## src/rtl/dmem_arbiter.sv

```systemverilog
// dmem_arbiter: shares the single-ported data memory between the load/store
// path (port 0) and a secondary requester (port 1), one access per cycle.
// Supports locked bursts of up to MAX_LOCK accesses and returns registered
// read data one cycle after the grant.
// Optional build macro DMEM_ARB_FIXED_PRI_EN: port 0 always wins contention
// in IDLE instead of round-robin.
module dmem_arbiter #(
  parameter int ADDR_W   = 5,
  parameter int DATA_W   = 32,
  parameter int MAX_LOCK = 8
) (
  input  logic              clk,
  input  logic              rst_n,
  input  logic              r0_req,
  input  logic              r0_we,
  input  logic              r0_lock,
  input  logic [ADDR_W-1:0] r0_addr,
  input  logic [DATA_W-1:0] r0_wdata,
  input  logic              r1_req,
  input  logic              r1_we,
  input  logic              r1_lock,
  input  logic [ADDR_W-1:0] r1_addr,
  input  logic [DATA_W-1:0] r1_wdata,
  output logic              r0_gnt,
  output logic              r0_rvalid,
  output logic [DATA_W-1:0] r0_rdata,
  output logic              r1_gnt,
  output logic              r1_rvalid,
  output logic [DATA_W-1:0] r1_rdata,
  output logic [ADDR_W-1:0] mem_address,
  output logic [DATA_W-1:0] mem_write_data,
  output logic              mem_write,
  output logic              mem_read,
  input  logic [DATA_W-1:0] mem_read_data
);

  localparam int CNT_W = $clog2(MAX_LOCK + 1);

  typedef enum logic [1:0] {
    IDLE = 2'd0,
    OWN0 = 2'd1,
    OWN1 = 2'd2
  } state_t;

  state_t            state_q, state_d;
  logic              last_q, last_d;
  logic [CNT_W-1:0]  count_q, count_d;
  logic [CNT_W-1:0]  count_inc;
  logic              gnt0, gnt1;
  logic              rvalid0_q, rvalid1_q;
  logic [DATA_W-1:0] rdata_q;

  assign count_inc = count_q + 1'b1;

  // Arbitration: decide this cycle's grant and the next owner/pointer/count
  always_comb begin
    state_d = state_q;
    last_d  = last_q;
    count_d = count_q;
    gnt0    = 1'b0;
    gnt1    = 1'b0;
    case (state_q)
      IDLE: begin
        if (r0_req && r1_req) begin
`ifdef DMEM_ARB_FIXED_PRI_EN
          gnt0 = 1'b1;
`else
          if (last_q) gnt0 = 1'b1;
          else        gnt1 = 1'b1;
`endif
        end else if (r0_req) begin
          gnt0 = 1'b1;
        end else if (r1_req) begin
          gnt1 = 1'b1;
        end
        // A locked first access opens a burst unless the burst limit is one
        if (gnt0) begin
          last_d = 1'b0;
          if (r0_lock && (MAX_LOCK > 1)) begin
            state_d = OWN0;
            count_d = CNT_W'(1);
          end
        end else if (gnt1) begin
          last_d = 1'b1;
          if (r1_lock && (MAX_LOCK > 1)) begin
            state_d = OWN1;
            count_d = CNT_W'(1);
          end
        end
      end
      OWN0: begin
        if (r0_req) begin
          gnt0   = 1'b1;
          last_d = 1'b0;
          if (r0_lock && (count_inc < CNT_W'(MAX_LOCK))) begin
            count_d = count_inc;
          end else begin
            state_d = IDLE;
            count_d = '0;
          end
        end else begin
          state_d = IDLE;
          count_d = '0;
        end
      end
      OWN1: begin
        if (r1_req) begin
          gnt1   = 1'b1;
          last_d = 1'b1;
          if (r1_lock && (count_inc < CNT_W'(MAX_LOCK))) begin
            count_d = count_inc;
          end else begin
            state_d = IDLE;
            count_d = '0;
          end
        end else begin
          state_d = IDLE;
          count_d = '0;
        end
      end
      default: begin
        state_d = IDLE;
        count_d = '0;
      end
    endcase
  end

  // Grants are held low while reset is asserted so the memory sees no access
  assign r0_gnt = gnt0 & rst_n;
  assign r1_gnt = gnt1 & rst_n;

  // Memory-side mux: the granted port drives the memory, otherwise all zero
  always_comb begin
    mem_address    = '0;
    mem_write_data = '0;
    mem_write      = 1'b0;
    mem_read       = 1'b0;
    if (r0_gnt) begin
      mem_address    = r0_addr;
      mem_write_data = r0_wdata;
      mem_write      = r0_we;
      mem_read       = ~r0_we;
    end else if (r1_gnt) begin
      mem_address    = r1_addr;
      mem_write_data = r1_wdata;
      mem_write      = r1_we;
      mem_read       = ~r1_we;
    end
  end

  // Arbiter state register; reset aborts any burst in progress
  always_ff @(posedge clk or negedge rst_n) begin
    if (!rst_n) begin
      state_q <= IDLE;
      last_q  <= 1'b1;
      count_q <= '0;
    end else begin
      state_q <= state_d;
      last_q  <= last_d;
      count_q <= count_d;
    end
  end

  // Read return: capture memory data on the grant edge, flag the reader next cycle
  always_ff @(posedge clk or negedge rst_n) begin
    if (!rst_n) begin
      rvalid0_q <= 1'b0;
      rvalid1_q <= 1'b0;
      rdata_q   <= '0;
    end else begin
      rvalid0_q <= r0_gnt & ~r0_we;
      rvalid1_q <= r1_gnt & ~r1_we;
      if (mem_read) rdata_q <= mem_read_data;
    end
  end

  assign r0_rvalid = rvalid0_q;
  assign r1_rvalid = rvalid1_q;
  assign r0_rdata  = rdata_q;
  assign r1_rdata  = rdata_q;

endmodule

```

## config.mk

```make
export PLATFORM = sky130hd
export DESIGN_NAME = dmem_arbiter
export DESIGN_NICKNAME = d
export VERILOG_FILES = /design/src/rtl/dmem_arbiter.sv
export SDC_FILE = /design/constraint.sdc
export NUM_CORES = 1
export LEC_CHECK = 0
export BUFFER_PORTS_ARGS = -buffer_cell sky130_fd_sc_hd__buf_2
export CORE_MARGIN = 4
export CORE_UTILIZATION = 43
export CTS_BUF_LIST = sky130_fd_sc_hd__clkbuf_8
export CTS_CLUSTER_SIZE = 8
export DETAILED_ROUTE_END_ITERATION = 10
export GPL_TIMING_DRIVEN = 0
export HOLD_SLACK_MARGIN = 0.08
export PLACE_DENSITY = 0.95
export SETUP_SLACK_MARGIN = 0.1
export SLEW_MARGIN = 0
export SYNTH_ARGS = -nofsm -noshare
export SYNTH_HDL_FRONTEND = slang
export SYNTH_SLANG_ARGS = --single-unit
```

## constraint.sdc

```tcl
create_clock -name clk -period 4.93 [get_ports clk]
set_input_delay 0.986 -clock clk [delete_from_list [all_inputs] [get_ports clk]]
set_output_delay 0.986 -clock clk [all_outputs]
set_load 0.02 [all_outputs]
```

## Word level (Yosys, flattened, before mapping)

Cells that the tools add are included.

| operators by class | value |
|---|---|
| add/sub/neg operators | 1 |
| muxes and demuxes | 42 |
| order comparisons | 1 |
| equality and inequality tests | 9 |
| bitwise operators | 6 |
| reductions and logical operators | 8 |

Operators by type and width:

| kind | count |
|---|---|
| 32-bit 2-to-1 mux | 2 |
| 4-bit 2-to-1 mux | 8 |
| 1-bit 2-to-1 mux | 17 |
| 2-bit 2-to-1 mux | 8 |
| 3-bit != test, second input constant | 5 |
| 4-bit one-hot mux with 3 select lines | 1 |
| 5-bit 2-to-1 mux | 2 |
| 2-bit one-hot mux with 3 select lines | 1 |
| 5-bit AND reduction | 1 |
| 4-bit by 1-bit adder with 4-bit output, second input constant | 1 |
| 1-bit bitwise AND | 4 |
| 4-bit less-than comparator, second input constant | 1 |
| 2-bit != test, second input constant | 2 |
| 1-bit one-hot mux with 2 select lines | 2 |
| 4-bit AND reduction | 1 |
| 1-bit logical AND | 3 |
| 1-bit one-hot mux with 3 select lines | 1 |
| 3-bit AND reduction | 1 |
| 3-bit nonzero test | 1 |
| 2-bit by 1-bit == test with 1-bit output, second input constant | 1 |
| 2-bit == test, second input constant | 1 |
| 2-bit zero test | 1 |
| 1-bit NOT | 2 |

| word-level totals | value |
|---|---|
| output and inout bits | 107 |
| input bits | 114 |
| register bits after elaboration | 41 |
| word-level logic and storage cells | 73 |

## Longest topological paths before layout

Gate-level depths: netlist of run 1.

| logic depth | value |
|---|---|
| depth after elaboration | 8 |
| gate-level depth with buffers | 8 |
| depth with buffers taken out | 6 |

## Worst setup path after synthesis of run 1

No wires, ideal clock.

| timing | value |
|---|---|
| kind | input-to-output |
| start | in r0_req |
| end | out mem_write |
| arrival time | 2591 ps |
| setup slack | 1353 ps |
| stages | 7 |
| required time | 3944 ps |
| path through | buf_6 and2_4 a22o_1 buf_6 clkbuf_1 and2_1 o31ai_1 |

| on the way | value |
|---|---|
| elaborated cells on any way between the ends | 13 |
| classes of those cells | mux (10); bitwise (2); reduce/logical (1) |

RTL lines:

| what | line | RTL |
|---|---|---|
| from (decl) | 14 | `input logic r0_req,` |
| 1-bit 2-to-1 mux or 1-bit logical AND (tied branches) | 71, 92, 64 |  |
| 1-bit 2-to-1 mux | 64 | `if (r0_req && r1_req) begin` |
| 1-bit 2-to-1 mux | 62 | `case (state_q)` |
| 1-bit one-hot mux with 2 select lines (*) | 62 |  |
| 1-bit bitwise AND (*) | 129 | `assign r0_gnt = gnt0 & rst_n;` |
| named net r0_gnt | 24 | `output logic r0_gnt,` |
| 1-bit 2-to-1 mux (*) | 138 | `if (r0_gnt) begin` |
| to (decl) | 32 | `output logic mem_write,` |

The timed path passes the listed nets; every way through them passes the cells marked *. The select of a mux whose other input is x is not followed.

## Worst setup path after layout of run 1

| timing | value |
|---|---|
| start | in rst_n |
| end | out mem_write_data[8] |

| on the way | value |
|---|---|
| cells in the longest elaborated chain, start to end | 3 |
| elaborated cells on any way between the ends | 4 |
| classes of those cells | mux (2); bitwise (2) |

RTL lines:

| what | line | RTL |
|---|---|---|
| from (decl) | 13 | `input logic rst_n,` |
| 1-bit bitwise AND | 130 | `assign r1_gnt = gnt1 & rst_n;` |
| 32-bit 2-to-1 mux | 143 | `end else if (r1_gnt) begin` |
| 32-bit 2-to-1 mux (*) | 138 |  |
| to (decl) | 31 | `output logic [DATA_W-1:0] mem_write_data,` |

Every way passes the cells marked *; elsewhere a longest branch is shown, timed or not.

==> results.yml, run 1 <==
sta:
  worstMarginPinSlew_ns: 0.999
  fin_skew_ns: 0.00422
  post-route-period-util_pct: 83.4
  maxSlewHeadroom_pct: 33.4
  rsz0062_at_grt: "no"
  setup-violations-final: 0
  slew_viol_final: 0
  tns_ns: 0
  fin_crit_ns: 4.11
  setup_ws_ns: 0.818
  max_freq_mhz: 243
  hold_viol_final: 0
floorplanning:
  rows: 28
  dieArea_um2: 7490
  start_util_pct: 44.5
  core_area_um2: 5960
  boundaryPins: 221
  die_w_um: 86.5
  die_h_um: 86.5
pwr:
  netSwitchingPower_w: 0.00113
  clkPwrFrac_pct: 9.2
  sw_frac_of_total_pct: 45.1
  p_leak_nw: 2.20
  power_density_nw_per_um2: 636
  worst_ir_drop_vdd_uv: 454
  power_frac_comb_pct: 66.0
  seqPwrFrac_pct: 24.9
  internal_power_w: 0.00137
synth:
  yosysMostFrequentCell: "dfrtp_1"
  synth_top_area_share_pct: 37.7
  netlist_top_cells_count: "dfrtp_1 (40), a32o_1 (37), buf_4 (32), mux2_4 (29), inv_1 (9)"
  yosys_most_used_dff: "dfrtp_1"
  synth_top_cell_by_area: "dfrtp_1"
  ys_warn_count: 0
  netlist_instances: 217
  avgSynthCellArea_um2: 12.2
  synthTopCellsByArea: "dfrtp_1 (38%), mux2_4 (16%), a32o_1 (14%), buf_4 (9.1%), ha_1 (2.8%)"
  yosysUniqueCellTypes: 36
  synth.cell_area_um2: 2650
  syn_nets: 337
  synth_edf_count: 0
  async_reset_ff_share_pct: 100
  ys_seq_elements: 41
  yosysSeqAreaShare_pct: 38.7
grt:
  antenna_found_initial: 4
  grt_max_degree: 48
  grt_first_pass_wirelength_um: 13500
  grt_pass1_vias: 2722
  track_usage_pct: 22.6
  grt.overflow.total: 0
layout:
  multi_input_area_um2: 1220
  nets: 563
  filler_cell_count: 511
  seqCellArea_um2: 1030
  drive_above_1_share_pct: 68.7
  area_growth_pct: 48.6
status:
  status: "complete, no violations"
cts:
  cts_setup_buffers: 0
  cts_made_buffers: 5
  cts_buffer_depth: 2
  path_clk_slew_ns: 0.08
  clk_latency_ns: 0.29
  clock-root-buffer: "clkbuf_8"
  cts_tree: "yes"
  cts_sinks: 41
  htreeDepth: 2
  cts_hold_buf: 0
  cts-resized-gates: 0
drt:
  drc: 0
  vias: 2691
  postRouteAntennaNets: 0
  via_per_inst: 5.18
  drt_iter0_markers: 123
  drtPass1Iterations: 4
  finalWirelength_um: 8990
  detail_route.wl_per_cell_um: 17.3
placed_design:
  pre_cts_ws_ns: 0.766
  port_buffers: 219
  gp_congestion: 0.862
  hpwl_um: 7390
setup_path:
  arrival_ns: 3.13
  cp-end-kind: "output port"
  crit_required_ns: 3.94
  cp_max_fo: 47
  start_kind: "input pin"
  crit_type: "in -> out"
min_path:
  hp-class: "reg -> reg"
run:
  drv_cap: 0
[logic make-up (layout without fill, tap and decap cells)]
family                     Yosys count  count (layout)  synth area share (%)
muxes                               36              36                  19.7
and+or+nand+nor                     20              20                  4.29
DFF                                 41              41                  38.7
adders and majority gates            6               6                  2.83
AOI/OAI and AO/OA                   57              57                  19.3
buffers and inverters               57             284                  15.2
other                                0               1                     0
[per-layer routing]
layer | track usage, % | part of all wire, %
met3 | 6.84 | 8.7
met5 | 0 | 0.31
met4 | 4.25 | 0.83
met1 | 27.2 | 38
met2 | 40.2 | 52
[final cells by class]
cell class | count | share of cell area [%]
Tap cell | 75 | 2.38
Clock inverter | 2 | 0.349
Multi-Input combinational cell | 119 | 31.0
Inverter | 9 | 0.857
Buffer | 48 | 9.37
Timing Repair Buffer | 219 | 27.8
Antenna cell | 1 | 0.0635
Sequential cell | 41 | 26.1
Clock buffer | 6 | 2.10
[power by group through the flow]
| stage | Clock [W] | Combinational (W) | Sequential, W |
|---|---|---|---|
| final | 0.000230 | 0.00165 | 0.000623 |
| after global routing | 0.000256 | 0.00175 | 0.000650 |
| after CTS | 0.000239 | 0.00167 | 0.000627 |
| after detailed placement | 0 | 0.00166 | 0.000632 |
| after global placement | 0 | 0.00162 | 0.000615 |
| after floorplan | 0 | 0.000994 | 0.000779 |
[critical path, cell delays in order]
cell and delay, ns:
buf_2 0.74, o211ai_1 0.30, nor2_2 0.43, buf_2 0.30
a32o_1 0.16, buf_2 0.18
[registers in the layout, summed over array words and instances (netlist names)]
name       cells
r0_rdata      32
count_q        4
state_q        2
last_q         1
r0_rvalid      1
r1_rvalid      1
[cells in the final DEF (no fill, tap or decap), types with 2 or more instances in the layout]
master      n
nand3_1     5
inv_1       9
o21ai_0     2
mux2i_1     3
mux2_2      3
mux2_4     29
ha_1        6
and2_1      2
buf_2     223
a21oi_1     5
clkbuf_8    6
a22o_1      3
dfrtp_1    40
a32o_1     37
a21boi_0    2
buf_6       2
nand2_1     4
clkbuf_1    7
nand2b_1    3
buf_12      3
buf_4      32
[worst paths after layout]
kind,slack [ns],end,cells past startpoint,startpoint
worst max-delay path,0.82,mem_write_data[8],6,rst_n
worst min-delay path,0.49,last_q$_DFFE_PN1P_,2,last_q$_DFFE_PN1P_
worst max register to register,2.51,r0_rdata[24]$_DFFE_PN0P_,7,state_q[0]$_DFFE_PN0P_
worst min register to register,0.49,last_q$_DFFE_PN1P_,2,last_q$_DFFE_PN1P_
max in group asynchronous,3.46,r0_rdata[11]$_DFFE_PN0P_,1,rst_n
min in group asynchronous,0.86,r0_rdata[15]$_DFFE_PN0P_,1,rst_n
[metrics by stage]
stage | hold slack (ns) | instance area [um^2] | std cells | power (W) | util [%]
after CTS | 0.499 | 3940 | 519 | 0.00253 | 66.1
after detailed placement | 0.484 | 3840 | 511 | 0.00229 | 64.5
after global placement | 0.474 | 3840 | 511 | 0.00224 | 64.5
after global routing | 0.526 | 3940 | 520 | 0.00266 | 66.2
after floorplan | 0.458 | 2650 | 217 | 0.00177 | -
final | 0.494 | 3940 | 520 | 0.00251 | 66.2
No activity file was read; power rests on OpenSTA's default activity.
==> run 2: changes to the inputs <==
ABC_AREA = 1   (was not set)
CORE_UTILIZATION = 37   (was 43)
PLACE_DENSITY = 0.9   (was 0.95)
clock period = 3.7 ns   (was 4.93 ns; I/O delays follow)
==> results.yml, run 2 <==
sta:
  fin_skew_ns: 0.00722
  slew_viol_final: 0
  fin_crit_ns: 3.03
  tns_ns: 0
  max_freq_mhz: 330
  hold_viol_final: 0
  rsz0062_at_grt: "no"
  setup-violations-final: 0
  worstMarginPinSlew_ns: 0.590
  post-route-period-util_pct: 81.9
  maxSlewHeadroom_pct: 60.7
drt:
  drtPass1Iterations: 4
  detail_route.wl_per_cell_um: 13.0
  drc: 0
  drt_iter0_markers: 195
  postRouteAntennaNets: 0
  finalWirelength_um: 9310
  vias: 3272
  via_per_inst: 4.58
floorplanning:
  start_util_pct: 37.9
  dieArea_um2: 8870
  core_area_um2: 7250
  boundaryPins: 221
  rows: 31
  die_h_um: 94.2
  die_w_um: 94.2
synth:
  synth_edf_count: 0
  netlist_top_cells_count: "nand2_1 (167), nand3_1 (75), buf_4 (40), dfrtp_1 (40), inv_1 (17)"
  ys_seq_elements: 41
  yosysUniqueCellTypes: 22
  yosysMostFrequentCell: "nand2_1"
  yosysSeqAreaShare_pct: 37.4
  synth_top_cell_by_area: "dfrtp_1"
  yosys_most_used_dff: "dfrtp_1"
  synthTopCellsByArea: "dfrtp_1 (36%), nand2_1 (23%), nand3_1 (14%), buf_4 (11%), buf_6 (2.9%)"
  syn_nets: 507
  synth.cell_area_um2: 2750
  async_reset_ff_share_pct: 100
  synth_top_area_share_pct: 36.4
  avgSynthCellArea_um2: 7.10
  netlist_instances: 387
  ys_warn_count: 0
setup_path:
  cp_max_fo: 44
  reg2regPathDepth: 8
  crit_required_ns: 2.96
  arrival_ns: 2.29
  timing.rr.end: "r0_rdata[20]$_DFFE_PN0P_"
  slowest_stage: "clkbuf_4"
  start_kind: "input pin"
  cp_top_family: "buffers and inverters"
  r2r_start: "state_q[1]$_DFFE_PN0P_"
  cp-end-kind: "output port"
  critPathMaxStageDelay_ns: 0.49
  worst-path-buf-inv: 5
  crit_chain: "clkbuf_4 -> nand2_1 -> inv_1 -> nand2_2 -> inv_2 -> clkbuf_1 -> nand3_1 -> nand2_1 -> buf_2"
  rrSetupSlack_ns: 1.87
  critPathMostFrequentCell: "nand2_1"
  crit_type: "in -> out"
layout:
  final_common_cell: "buf_2"
  final_cell_mix: "buf_2 (224), nand2_1 (167), nand3_1 (75), buf_4 (40), dfrtp_1 (40)"
  area_growth_pct: 48.9
  seqCellArea_um2: 1030
  drive_above_1_share_pct: 47.2
  largest_register_ffs: 32
  filler_cell_count: 668
  multi_input_area_um2: 1240
  nets: 734
placed_design:
  port_buffers: 220
  hpwl_um: 7730
  gp_congestion: 0.847
cts:
  cts_hold_buf: 0
  cts_setup_buffers: 0
  cts_buffer_depth: 2
  htreeDepth: 2
  cts_sinks: 41
  clock-root-buffer: "clkbuf_8"
  cts_made_buffers: 5
  cts_tree: "yes"
  clk_latency_ns: 0.29
  path_clk_slew_ns: 0.08
  cts-resized-gates: 0
min_path:
  hp-class: "in -> async"
grt:
  grt_pass1_vias: 3130
  grt_first_pass_wirelength_um: 13800
  antenna_found_initial: 1
  track_usage_pct: 19.3
  grt_max_degree: 45
  grt.overflow.total: 0
pwr:
  internal_power_w: 0.00163
  netSwitchingPower_w: 0.00151
  worst_ir_drop_vdd_uv: 461
  p_leak_nw: 2.67
  power_frac_comb_pct: 62.9
  power_w: 0.00314
  clkPwrFrac_pct: 11.5
  seqPwrFrac_pct: 25.5
  power_density_nw_per_um2: 767
  sw_frac_of_total_pct: 48.1
status:
  status: "complete, no violations"
run:
  drv_cap: 0
-- run 2: final cells by class --
class	count	share of cell area (%)
Multi-Input combinational cell	274	30.3
Sequential cell	41	25.1
Inverter	19	1.74
Timing Repair Buffer	220	27.0
Clock buffer	5	1.68
Tap cell	99	3.03
Clock inverter	3	1.13
Antenna cell	1	0.0611
Buffer	53	9.96
-- run 2: cells by family (layout without fill, tap and decap cells) --
logic type	Yosys count	after routing	synth area share, %
AND/OR/NAND/NOR	260	260	40.8
buffers and inverters	72	300	17.4
flip-flops	41	41	37.4
AO/OA/AOI/OAI	7	7	1.37
adder cells (fa/ha/maj)	6	6	2.73
XOR/XNOR	1	1	0.319
other	0	1	0
-- run 2: metal layers --
metal  vias up  global-route usage [%]  wire (um)
met5         -                       0          0
met4         0                    5.05         94
met3         8                    3.45        796
met2       155                    38.2       5060
met1      1459                    20.6       3360
li1       1650                       -          -
-- run 2: power by group through the flow --
stage | Sequential, W | Combinational [W] | Clock (W)
after floorplan | 0.000982 | 0.00116 | 0
after global placement | 0.000795 | 0.00195 | 0
after detailed placement | 0.000805 | 0.00199 | 0
after CTS | 0.000802 | 0.00200 | 0.000372
after global routing | 0.000830 | 0.00215 | 0.000390
final | 0.000802 | 0.00198 | 0.000362
-- run 2: how the worst max path moves through the flow --
stage	start	endpoint	slack (ns)	depth (start not counted)
6_report	rst_n	mem_write_data[13]	0.67	9
3_5_place_dp	rst_n	mem_write_data[11]	0.34	9
5_1_grt	rst_n	mem_write_data[11]	0.38	9
3_3_place_gp	rst_n	mem_write_data[13]	0.38	9
4_1_cts	rst_n	mem_write_data[11]	0.35	9
2_1_floorplan	r0_req	mem_write	1.35	8
-- run 2: worst reg2reg max path, cell delays in order, from the launching register on --
cell and delay (ns):
dfrtp_1 0.43, inv_1 0.11, ha_1 0.30, nand3_2 0.14, nand2_2 0.10, nand3b_2 0.21, buf_2 0.28, nand3_1 0.12
nand2_1 0.06
-- run 2: through the flow --
stage	hold WS [ns]	util, %	setup slack, ns	instances	area [um^2]
2_1_floorplan	0.444	-	1.35	387	2750
3_3_place_gp	0.473	54.8	0.376	706	3970
3_5_place_dp	0.485	54.8	0.341	706	3970
4_1_cts	0.498	56.4	0.350	714	4090
5_1_grt	0.508	56.4	0.381	715	4090
6_report	0.473	56.4	0.669	715	4090
